File: src/rtl/instr_mem_loader.sv
// -----------------------------------------------------------------------------
// instr_mem_loader
//
// Loads a processor instruction memory from a byte stream. After an accepted
// start, bytes are packed big-endian into 32-bit words and each word is
// written to consecutive word addresses from 0. The processor is held in
// reset (cpu_rst) from the accepted start until the load completes.
//
// Parameters
//   ADDR_W      instruction-memory word-address width, DEPTH = 2**ADDR_W
//
// Ports
//   clk         clock, rising edge active
//   rst_n       asynchronous active-low reset
//   start       one-cycle load request (ignored while busy)
//   num_words   words to load, sampled with an accepted start (0..DEPTH)
//   abort       cancel the load in progress (RECV/WRITE)
//   byte_valid  byte_data is valid
//   byte_data   incoming instruction byte
//   byte_ready  loader accepts a byte this cycle
//   mem_we      instruction-memory write strobe
//   mem_addr    instruction-memory word address
//   mem_wdata   instruction word to write
//   cpu_rst     active-high processor reset
//   busy        load in progress
//   done        one-cycle pulse when a load completes
//   err         one-cycle pulse, the cycle after a start with num_words > DEPTH
// -----------------------------------------------------------------------------
module instr_mem_loader #(
  parameter int ADDR_W = 8
) (
  input  logic              clk,
  input  logic              rst_n,
  input  logic              start,
  input  logic [ADDR_W:0]   num_words,
  input  logic              abort,
  input  logic              byte_valid,
  input  logic [7:0]        byte_data,
  output logic              byte_ready,
  output logic              mem_we,
  output logic [ADDR_W-1:0] mem_addr,
  output logic [31:0]       mem_wdata,
  output logic              cpu_rst,
  output logic              busy,
  output logic              done,
  output logic              err
);

  typedef enum logic [1:0] {
    IDLE  = 2'd0,
    RECV  = 2'd1,
    WRITE = 2'd2,
    DONE  = 2'd3
  } state_t;

  // DEPTH expressed in the (ADDR_W+1)-bit count domain.
  localparam logic [ADDR_W:0] DEPTH_W = {1'b1, {ADDR_W{1'b0}}};
  localparam logic [ADDR_W:0] ONE_W   = {{ADDR_W{1'b0}}, 1'b1};

  state_t            state_q, state_d;
  logic [31:0]       word_q;
  logic [1:0]        byte_cnt_q;
  // One bit wider than the address so that a DEPTH-word load can count to
  // DEPTH without the counter wrapping back onto address 0.
  logic [ADDR_W:0]   word_cnt_q;
  logic [ADDR_W:0]   num_q;
  logic              cpu_rst_q;
  logic              err_q;

  logic              in_idle;
  logic              start_zero;
  logic              start_ok;
  logic              start_bad;
  logic              byte_take;
  logic              last_byte;
  logic              abort_load;
  logic [ADDR_W:0]   word_cnt_inc;

  // start is only looked at in IDLE, which is what makes it ignored while busy.
  assign in_idle      = (state_q == IDLE);
  assign start_zero   = in_idle && start && (num_words == '0);
  assign start_ok     = in_idle && start && (num_words != '0) && (num_words <= DEPTH_W);
  assign start_bad    = in_idle && start && (num_words > DEPTH_W);
  assign byte_take    = byte_ready && byte_valid;
  assign last_byte    = byte_take && (byte_cnt_q == 2'd3);
  assign abort_load   = abort && ((state_q == RECV) || (state_q == WRITE));
  assign word_cnt_inc = word_cnt_q + ONE_W;

  // State register.
  // NOTE: sequential state uses non-blocking (<=) so every flop samples the
  // pre-edge values of the others, independent of statement order.
  always_ff @(posedge clk or negedge rst_n) begin
    if (!rst_n) begin
      state_q <= IDLE;
    end else begin
      state_q <= state_d;
    end
  end

  // Next-state and state-decoded outputs.
  // NOTE: every signal written here gets a default first so that no path
  // leaves it unassigned, which would otherwise infer a latch.
  always_comb begin
    state_d    = state_q;
    byte_ready = 1'b0;
    mem_we     = 1'b0;
    busy       = 1'b1;
    done       = 1'b0;

    case (state_q)
      IDLE: begin
        busy = 1'b0;
        if (start_zero) begin
          state_d = DONE;
        end else if (start_ok) begin
          state_d = RECV;
        end
      end

      RECV: begin
        byte_ready = 1'b1;
        // abort has priority over a coinciding 4th byte: no WRITE follows.
        if (abort) begin
          state_d = IDLE;
        end else if (last_byte) begin
          state_d = WRITE;
        end
      end

      WRITE: begin
        // An abort in this cycle cancels the write that is being presented.
        mem_we = !abort;
        if (abort) begin
          state_d = IDLE;
        end else if (word_cnt_inc == num_q) begin
          state_d = DONE;
        end else begin
          state_d = RECV;
        end
      end

      DONE: begin
        done    = 1'b1;
        state_d = IDLE;
      end

      default: begin
        state_d = IDLE;
      end
    endcase
  end

  // Datapath: byte packing, counters, processor reset and error pulse.
  always_ff @(posedge clk or negedge rst_n) begin
    if (!rst_n) begin
      word_q     <= '0;
      byte_cnt_q <= '0;
      word_cnt_q <= '0;
      num_q      <= '0;
      cpu_rst_q  <= 1'b1;
      err_q      <= 1'b0;
    end else begin
      err_q <= start_bad;

      if (start_ok) begin
        num_q      <= num_words;
        word_cnt_q <= '0;
        byte_cnt_q <= '0;
        cpu_rst_q  <= 1'b1;
      end else if (abort_load) begin
        // Partial bytes are dropped; cpu_rst stays asserted.
        byte_cnt_q <= '0;
      end else begin
        if (byte_take) begin
          // Shifting left lands the first byte of a word in [31:24].
          word_q     <= {word_q[23:0], byte_data};
          byte_cnt_q <= byte_cnt_q + 2'd1;
        end
        if (state_q == WRITE) begin
          word_cnt_q <= word_cnt_inc;
        end
      end

      if (state_q == DONE) begin
        cpu_rst_q <= 1'b0;
      end
    end
  end

  assign mem_addr  = word_cnt_q[ADDR_W-1:0];
  assign mem_wdata = word_q;
  assign cpu_rst   = cpu_rst_q;
  assign err       = err_q;

endmodule

File: config.mk
export PLATFORM = sky130hd
export DESIGN_NAME = instr_mem_loader
export DESIGN_NICKNAME = d
export VERILOG_FILES = /design/src/rtl/instr_mem_loader.sv
export SDC_FILE = /design/constraint.sdc
export NUM_CORES = 1
export LEC_CHECK = 0
export CORE_MARGIN = 8
export CORE_UTILIZATION = 40
export DETAILED_ROUTE_END_ITERATION = 8
export GPL_ROUTABILITY_DRIVEN = 0
export GPL_TIMING_DRIVEN = 0
export PLACE_DENSITY_LB_ADDON = 0.1
export SYNTH_ARGS = -nofsm -noshare
export SYNTH_HDL_FRONTEND = slang
export SYNTH_SLANG_ARGS = --single-unit
File: constraint.sdc
create_clock -name clk -period 6.08 [get_ports clk]
set_clock_uncertainty 0.2 [all_clocks]
set_input_delay 0.912 -clock clk [delete_from_list [all_inputs] [get_ports clk]]
set_output_delay 0.912 -clock clk [all_outputs]
set_load 0.1 [all_outputs]
* After elaboration in Yosys (flattened, before gate mapping)
Index checks and enable logic that the tools add are counted.
** Storage, ports and cells
- Register bits after elaboration :: 56
- Bits of input ports :: 22
- Output and inout bits :: 46
** Cells by class
- Add/sub/neg operators :: 2
- Magnitude comparators :: 2
- Eq/ne operators :: 8
- Muxes and demuxes :: 19
- Bitwise logic cells :: 2
- Reductions and logical operators :: 19
** Operators by type and width (count)
- $mux W9 :: 3
- $mux W2 :: 9
- $add A9 B1 Y9 const B :: 1
- $eq A9 B9 Y1 :: 1
- $gt A9 B9 Y1 const B :: 1
- $le A9 B9 Y1 const B :: 1
- $logic_not A9 Y1 :: 1
- $reduce_bool A9 Y1 :: 1
- $logic_and A1 B1 Y1 :: 8
- $pmux W2 S4 :: 1
- $eq A2 B2 Y1 const B :: 3
- $mux W1 :: 6
- $reduce_and A2 Y1 :: 2
- $reduce_bool A2 Y1 :: 2
- $ne A3 B1 Y1 const B :: 1
- $ne A3 B3 Y1 const B :: 1
- $reduce_and A3 Y1 :: 1
- $reduce_bool A3 Y1 :: 1
- $add A2 B1 Y2 const B :: 1
- $eq A2 B1 Y1 const B :: 1
- $logic_not A2 Y1 :: 1
- $ne A2 B2 Y1 const B :: 1
- $not A1 Y1 :: 2
- $logic_not A1 Y1 :: 1
- $logic_or A1 B1 Y1 :: 1

* Depth between registers and ports, before layout
- Word-level depth :: 7
- Depth in mapped cells :: 7

* Worst setup path after synthesis
OpenSTA, ideal clock, no wires.
- Path kind :: input to output
- From :: in abort
- To :: out mem_we
- Arrival time :: 2311 ps
- Required time :: 4968 ps
- Path slack :: 2657 ps
- Stages on the path :: 1
- Buffers on the path :: 0
- Cell sequence :: nor2b_1
** On the way
- Longest elaborated chain between the ends :: 2
** Ends and longest elaborated chain
- start: declaration :: RTL line 36 : input logic abort,
- $logic_not A1 Y1 :: RTL line 132 : mem_we = !abort;
- $mux W1 :: RTL line 110 : case (state_q)
- end: declaration :: RTL line 40 : output logic mem_we,
Every way passes these cells.

* Final worst setup path
Same ends and word-level chain as after synthesis.

==> out/qor.csv <==
stage;metric;value;unit
outcome;status;completed;
die;Die Ht;99.6;um
clock_tree;CTS clock-pin slew for the worst setup and hold paths;90;ps
cells_and_area;antenna fix cells;0;
logic_synthesis;synthesized area;2790;um^2
min_path;Worst Hold Class;reg -> reg;
critical_path;Critical Path Start Type;input port;
sta;period utilization;0.658;
sta;Max Fclk;0.250;GHz
clock_tree;Resized cells post-CTS;0;
clock_tree;H-tree Lvls;2;
logic_synthesis;post-synthesis sequential area ratio;0.502;
detailed_routing;DR iter-0 viols;25;
grt;largest net degree at the start of global routing;30;
cells_and_area;Multi-input gate area;1270;um^2
critical_path;crit path DAT;2890;ps
grt;GRT overflow;0;
clock_tree;CTS max path bufs;2;
logic_synthesis;Synthesized Nets;246;
logic_synthesis;synth top area cells;dfrtp_1, mux2_4, mux2_2;
logic_synthesis;mean post-synth cell area;12.9;um^2
place;IO Port Bufs;67;
logic_synthesis;Synth top area share;0.493;
sta;Worst-Margin Slew;1010;ps
critical_path;FF-to-FF Start;word_cnt_q[0]$_DFFE_PN0P_;
die;io pins;68;
detailed_routing;WL per Instance;15.0;um
logic_synthesis;Synth Register Bits;56;
logic_synthesis;Synth Instances;217;
job;Max-cap violations;0;
logic_synthesis;count leader, synth;dfrtp_1;
sta;Slew Viols, Final;0;
cells_and_area;Area Overhead vs Synth;32.1;%
detailed_routing;Pre-Repair DR Iteration Count;4;
die;core box area;6790;um^2
die;initial core utilization;0.411;
cells_and_area;share of cells above drive strength 1;0.235;
sta;Slew HR;0.322;
critical_path;Max Fanout on Critical Path;6;
die;chip width;99.6;um
die;FP Rows;30;
clock_tree;postcts setup bufs;0;
critical_path;CP Cell Sequence;clkdlybuf4s50_1, nor2b_1, clkdlybuf4s50_1;
logic_synthesis;Post-synth top cells;dfrtp_1, mux2_4, nor2_1;
logic_synthesis;Unique masters post-synth;40;
min_path;worst hold start;cpu_rst$_DFFE_PN1P_;
critical_path;CP max stage cell;clkdlybuf4s50_1;
place;placed wire-length estimate;4.48;mm
grt;first-pass GRT wire length;9.87;mm
critical_path;endpoint class of the critical path;output port;
min_path;Hold Path Sink;cpu_rst$_DFFE_PN1P_;
critical_path;Reg2Reg Setup Slack;3890;ps
die;DIE AREA;9920;um^2
logic_synthesis;Yosys top cell by area;dfrtp_1;
cells_and_area;FF/Latch Area;1400;um^2
critical_path;critical path's largest stage delay;1180;ps
detailed_routing;DR DRC count;0;
critical_path;Reg2Reg Capture Point;state_q[1]$_DFFE_PN0P_;
critical_path;WS Path Type;in -> out;
sta;RSZ-0062 raised after global routing;false;
detailed_routing;via count;1822;
logic_synthesis;Synthesis Warnings;0;
detailed_routing;vias per cell;4.68;
grt;initial antenna violation count;0;
clock_tree;total CTS buffers;5;
sta;TNS Setup;0;ps
detailed_routing;final wirelength;5.85;mm
clock_tree;hold buffer count at cts;0;
sta;endpoints failing setup;0;
grt;vias in the first global route;2013;
critical_path;Req. time, crit path;4970;ps
logic_synthesis;fraction of registers with async set or reset after synthesis;1.00;
logic_synthesis;EDFF count, synth;0;
critical_path;most used cell, CP;clkdlybuf4s50_1;
detailed_routing;DRT antenna net count;0;
cells_and_area;fill cell count;613;
grt;Total Routing Usage GR;0.124;
clock_tree;CTS tree;yes;
cells_and_area;Final Util;0.543;
cells_and_area;fin nets;321;
clock_tree;Root Buffer;clkbuf_8;
sta;post-route minimum period;4000;ps
clock_tree;clock sink count;56;
critical_path;reg2reg path depth;6;
sta;Fin. Hold Viols;0;
clock_tree;Worst-Skew Late Latency;310;ps
min_path;hold path depth;2;
logic_synthesis;Synth Flop Type;dfrtp_1;
[worst max path at each step]
stage,startpoint,end,slack [ps],depth (start not counted)
after floorplan,abort,mem_we,2660,1
after global placement,abort,mem_we,2040,3
after global routing,abort,mem_we,1970,3
after detailed placement,abort,mem_we,2060,3
after CTS,abort,mem_we,2060,3
final,abort,mem_we,2080,3
[cell usage in the layout, fill, tap and decap left out, types with 2 or more instances in the layout]
cell | netlist | routed
o211ai_1 | 2 | 2
mux2i_1 | 2 | 2
nor2b_1 | 2 | 2
a2bb2oi_1 | 2 | 2
mux2_2 | 11 | 11
clkbuf_1 | 3 | 3
buf_4 | 8 | 8
nand3_1 | 6 | 6
clkdlybuf4s50_1 | 0 | 66
a21oi_1 | 4 | 4
nand2_1 | 12 | 12
xor2_1 | 11 | 11
dfrtp_1 | 55 | 55
inv_1 | 4 | 4
xnor2_1 | 11 | 11
buf_6 | 3 | 3
buf_2 | 1 | 2
nor2_1 | 20 | 20
ha_1 | 7 | 7
clkbuf_8 | 0 | 5
mux2_4 | 30 | 30
nor3_1 | 3 | 3
[layout make-up]
cell class              instances  share of cell area
clock inverters                 3             0.00576
plain buffers                  15              0.0298
clock buffers                   5              0.0187
flip-flops and latches         56               0.380
multi-input cells             142               0.343
well taps                      96              0.0326
repair buffers                 68               0.186
inverters                       4             0.00407
[logic make-up after synthesis]
family / share of synthesized area
AO/OA/AOI/OAI: 0.0475
XOR/XNOR: 0.0690
adder cells (fa/ha/maj): 0.0313
flip-flops: 0.502
AND/OR/NAND/NOR: 0.0927
multiplexers: 0.213
buffers and inverters: 0.0448
[state kept, by name, summed over array words and instances, names as in the netlist]
register    cells
mem_wdata      32
num_q           9
word_cnt_q      9
byte_cnt_q      2
state_q         2
cpu_rst         1
err             1
[stage by stage]
stage               cell area (um^2)  hold WS [ps]  std cells  worst slack [ps]
global route                    3690           346        389              1970
finish                          3690           301        389              2080
floorplan                       2790           301        217              2660
CTS                             3690           305        389              2060
global placement                3580           291        380              2040
detailed placement              3600           291        381              2060
[layer usage]
| layer | up-vias | routed length [um] | GRT usage |
|---|---|---|---|
| li1 | 885 | - | - |
| met1 | 885 | 2440 | 0.137 |
| met2 | 46 | 2820 | 0.205 |
| met3 | 6 | 512 | 0.0622 |
| met4 | 0 | 68 | 0.0384 |
| met5 | - | 0 | 0 |
[critical path, delay by kind of cell]
kind,cells,cell delay [ps]
buffers and inverters,2,1720
and+or+nand+nor,1,260
Power is left out: the tool's default activity adds up to more than one toggle a clock period on the data nets, which glitch-free logic cannot reach.
==> edit 1, RTL diff (config.mk and constraints unchanged) <==
Set the parameter `ADDR_W` to 10 (it was 8).
--- a/src/rtl/instr_mem_loader.sv
+++ b/src/rtl/instr_mem_loader.sv
@@ -29,3 +29,3 @@
 module instr_mem_loader #(
-  parameter int ADDR_W = 8
+  parameter int ADDR_W = 10
 ) (
Interface: changed (resized mem_addr and num_words); port bits go from 68 to 72. The function was not compared with the original's and may differ.
==> edit 1 against the original RTL <==
Wire length rose by 14%. Cell area rose by 12%. Non-clock buffer count rose by 7. Synthesized cell count rose by 19%. Area after synthesis rose by 8.2%. Sequential cell count rose by 4. Utilization rose by 2.2 points. Worst setup slack improved by 95 ps. Final cell count rose by 14%. Critical path type unchanged.
Power is left out: the tool's default activity adds up to more than one toggle a clock period on the data nets, which glitch-free logic cannot reach.
==> edit 1: results (changes against the original RTL) <==
[metrics] status: completed
[metrics] Detailed Route Iter0 Violations: 36 (+44%)
[metrics] Final #Nets: 372 (+16%)
[metrics] final HPWL from detailed placement: 5120 um (+14%)
[metrics] buffer depth of the longest clock path: 2 (unchanged)
[metrics] count of inserted antenna diode cells: 0 (unchanged)
[metrics] total of cells resized after clock tree synthesis: 0 (unchanged)
[metrics] total congestion overflow after global routing: 0 (unchanged)
[metrics] Min-Delay Path Depth: 2 (unchanged)
[metrics] global-route wire length before repair: 11,300 um (+14%)
[metrics] via count of the first global-routing pass: 2,354 (+17%)
[metrics] postcts setup bufs: 0 (unchanged)
[metrics] layout cells sized above 1: 23.1% (-0.43 points)
[metrics] Data arrival, critical path: 2800 ps (-90 ps)
[metrics] Max-Slew Margin vs Limit: 31.9% (-0.32 points)
[metrics] setup slack, reg-to-reg: 3520 ps (-370 ps)
[metrics] Max H-tree Level: 3 (+1)
[metrics] top_reg_cell synth: dfrtp_1
[metrics] WL per Instance: 14.9 um (-0.68%)
[metrics] cell at the root of the clock tree: clkbuf_8
[metrics] maximum number of pins on one net before global-route repair: 35 (+17%)
[metrics] Min-Delay Endpoint: cpu_rst$_DFFE_PN1P_
[metrics] number of flip-flops in the largest register: 32 (unchanged)
[metrics] syn_nets: 289 (+17%)
[metrics] worst min-delay path category: reg2reg
[metrics] count of final hold-check violations: 0 (unchanged)
[metrics] mean number of vias per cell: 4.93 (+5.2%)
[metrics] top cells by count, synth: dfrtp_1 (59), mux2_2 (42), nor2_1 (27)
[metrics] number of iterations in the first detailed-routing pass: 4 (unchanged)
[metrics] worst reg2reg endpoint: state_q[1]$_DFFE_PN0P_
[metrics] dominant cells by area after synthesis: dfrtp_1 (49%), mux2_2 (16%), xnor2_1 (3.5%)
[metrics] Yosys warning count: 0 (unchanged)
[metrics] Clk pin slew, worst setup/hold paths: 70 ps (-20 ps)
[metrics] share of flip-flops with an asynchronous set or reset after synthesis: 100% (unchanged)
[metrics] buffers added on ports: 71 (+6.0%)
[metrics] Hold Crit Start: cpu_rst$_DFFE_PN1P_
[metrics] number of clock buffers inserted by TritonCTS: 9 (+4)
[metrics] Worst Path Max Fanout: 3 (-3)
[metrics] cell count of the worst reg-to-reg path: 7 (+1)
[metrics] post-synthesis sequential area ratio: 49.7% (-0.51 points)
[metrics] antenna violations before repair: 0 (unchanged)
[metrics] reg-to-reg critical path startpoint: word_cnt_q[0]$_DFFE_PN0P_
[metrics] number of distinct standard cells referenced by the synthesized netlist: 42 (+5.0%)
[metrics] clock latency at the later pin of the worst-skew pair: 340 ps (+30 ps)
[metrics] GRT Overall Usage: 13.8% (+1.4 points)
-- edit 1: changes by cell type in the layout (fill, tap and decap cells not counted), sizes merged, moves of 4 or more --
| cell | unedited run | this run |
|---|---|---|
| clkbuf | 8 | 13 |
| dfrtp | 55 | 59 |
| nor2 | 20 | 27 |
| a31oi | 0 | 4 |
| o21ai | 1 | 5 |
| clkdlybuf4s50 | 66 | 70 |
-- edit 1: final cells by class --
cell class              instances  area (um2)
fillers                       649        3170
flip-flops and latches         60        1500
multi-input cells             174        1360
repair buffers                 72         726
clock buffers                  10         138
plain buffers                  18         135
well taps                      99         124
clock inverters                 6         111
inverters                       6        22.5
-- edit 1: worst max-delay path, stage by stage --
cell and delay (ps):
clkdlybuf4s50_1 440, nor2b_1 250, clkdlybuf4s50_1 1190
-- edit 1: routing by layer --
metal  up-vias  global-route usage (%)  share of wire (%)
li1       1064                       -                  -
met5         -                       0                  0
met4         0                    6.01                2.1
met1      1052                    15.5                 42
met3        18                    7.43                 10
met2        58                    21.3                 46
-- edit 1: cell families (layout without fill, tap and decap cells) --
kind of cell,Yosys count,count (layout),synth area share (%)
AO/OA/AOI/OAI,25,25,5.88
XOR/XNOR,24,24,6.95
adder cells (fa/ha/maj),7,7,2.90
buffers and inverters,24,112,5.21
flip-flops,60,60,49.7
multiplexers,46,46,17.0
AND/OR/NAND/NOR,72,72,12.4
-- edit 1: worst max path at each step --
| stage | start | endpoint | slack, ps |
|---|---|---|---|
| global route | abort | mem_we | 2120 |
| floorplan | abort | state_q[1]$_DFFE_PN0P_ | 2640 |
| detailed placement | abort | mem_we | 2170 |
| global placement | rst_n | mem_wdata[4]$_DFFE_PN0P_ | 1920 |
| CTS | abort | mem_we | 2160 |
| finish | abort | mem_we | 2170 |
-- edit 1: metrics by stage --
stage | util (%) | instance area [um2] | instances | hold slack (ps) | setup WS, ps
global placement | 52.9 | 3860 | 428 | 277 | 1920
detailed placement | 53.1 | 3870 | 429 | 293 | 2170
global route | 56.5 | 4120 | 445 | 328 | 2120
CTS | 56.5 | 4120 | 445 | 308 | 2160
finish | 56.5 | 4120 | 445 | 303 | 2170
floorplan | - | 3020 | 258 | 301 | 2640
==> edit 2, RTL diff (same flow settings) <==
Made on the original files. Make the reset (`rst_n`) synchronous in 2 clocked blocks. Comments in the files are not updated.
--- a/src/rtl/instr_mem_loader.sv
+++ b/src/rtl/instr_mem_loader.sv
@@ -91,3 +91,3 @@
   // pre-edge values of the others, independent of statement order.
-  always_ff @(posedge clk or negedge rst_n) begin
+  always_ff @(posedge clk) begin
     if (!rst_n) begin
@@ -153,3 +153,3 @@
   // Datapath: byte packing, counters, processor reset and error pulse.
-  always_ff @(posedge clk or negedge rst_n) begin
+  always_ff @(posedge clk) begin
     if (!rst_n) begin
Check against the original RTL: differs if rst_n is asserted again (counterexample within 4 cycles, from zero or initial values and one cycle with rst_n low); with rst_n held inactive, the same outputs for 10 cycles.
==> edit 2 against the original RTL <==
Sequential cell count stayed put. Area after synthesis is 0.81% lower. Via count is 20% higher. Wire length is 10% higher. Hold slack worse by 5.3 ps. Worst setup slack worse by 51 ps. Cell area is 1.6% lower.
==> edit 2: results (changes against the original RTL) <==
[metrics] Hold Crit Start: byte_cnt_q[1]$_SDFFE_PP0P_
[metrics] syn_nets: 310 (+26%)
[metrics] number of cells in the finished layout apart from fillers: 436 (+12%)
[metrics] proportion of final cell area spent on non-clock buffers: 22.6% (+1.0 points)
[metrics] maximum number of pins on one net before global-route repair: 18 (-40%)
[metrics] dominant cells by area after synthesis: dfxtp_1 (40%), mux2i_1 (15%), nor2b_1 (9.5%)
[metrics] number of multi-input logic gates: 195 (+37%)
[metrics] Final #Nets: 384 (+20%)
[metrics] Chip Width: 99.2 um (-0.34%)
[metrics] via count of the first global-routing pass: 2,087 (+3.7%)
[metrics] Min-Delay Endpoint: byte_cnt_q[1]$_SDFFE_PP0P_
[metrics] post-synthesis sequential area ratio: 40.5% (-9.8 points)
[metrics] mean number of vias per cell: 5.03 (+7.3%)
[metrics] reg-to-reg critical path startpoint: word_cnt_q[0]$_SDFFE_PP0P_
[metrics] global-route wire length before repair: 10,400 um (+5.1%)
[metrics] Detailed Route Iter0 Violations: 67 (+170%)
[metrics] top_reg_cell synth: dfxtp_1
[metrics] setup slack, reg-to-reg: 3740 ps (-150 ps)
[metrics] worst reg2reg endpoint: state_q[1]$_SDFFE_PN0P_
[metrics] Non-Clock Buffer Count: 91 (+9.6%)
[metrics] inverter count of the layout excluding clock inverters: 6 (+2)
[metrics] dpl cells: 428 (+12%)
[metrics] Worst Tran Pin Value: 995 ps (-17.9 ps)
[metrics] final-layout fill cell count: 641 (+4.6%)
[metrics] number of clock buffers in the layout: 6 (+1)
[metrics] Data arrival, critical path: 2940 ps (+50 ps)
[metrics] Syn Area/Cell: 9.86 um2 (-23%)
[metrics] final HPWL from detailed placement: 4880 um (+8.9%)
[metrics] status: completed
[metrics] wire length reported by the detailed router: 6430 um (+10%)
[metrics] layout cells sized above 1: 7.87% (-16 points)
[metrics] share of flip-flops with an asynchronous set or reset after synthesis: 0% (-100 points)
edit 2: changes by cell type in the layout (fill, tap and decap cells not counted), moves of 4 or more:
| cell | change |
|---|---|
| a21boi_1 | +4 |
| clkbuf_1 | +7 |
| dfrtp_1 | -55 |
| dfxtp_1 | +56 |
| mux2_2 | -11 |
| mux2_4 | -30 |
| mux2i_1 | +39 |
| nor2_1 | -6 |
| nor2b_1 | +40 |
| o21ai_0 | +8 |
edit 2: worst max-delay path, stage by stage:
cell             delay [ps]
clkdlybuf4s50_1         530
nor2b_1                 300
clkdlybuf4s50_1        1200
edit 2: routing by layer:
layer	GRT usage (%)	share of wire [%]	vias to the layer above
met2	19.9	44	49
li1	-	-	1107
met5	0	0	-
met4	3.14	0.72	0
met3	3.91	5.9	5
met1	16.9	49	1031
edit 2: worst max path at each step:
stage | start | endpoint | slack [ps] | depth (start not counted)
after floorplan | abort | mem_we | 2680 | 1
after global placement | abort | mem_we | 1990 | 3
after detailed placement | abort | mem_we | 2030 | 3
after CTS | abort | mem_we | 2030 | 3
after global routing | abort | mem_we | 1960 | 3
final | abort | mem_we | 2030 | 3
edit 2: cell families after synthesis:
logic type / synth area share, %
AOI/OAI and AO/OA: 7.99
xor gates and xnor gates: 6.32
adders and majority gates: 3.16
buffers and inverters: 6.18
DFF: 40.5
muxes: 14.8
and+or+nand+nor: 21.1
edit 2: report_power, final:
group	total [uW]	switching (uW)	internal, uW
registers	412	21.8	390
logic	420	280	140
clock network	206	123	82.4
total	1040	425	613
edit 2: through the flow:
stage | worst slack [ps] | hold slack, ps | total power, uW
finish | 2030 | 296 | 1040
global route | 1960 | 319 | 1090
CTS | 2030 | 298 | 1050
detailed placement | 2030 | 282 | 843
global placement | 1990 | 271 | 841
floorplan | 2680 | 258 | 744
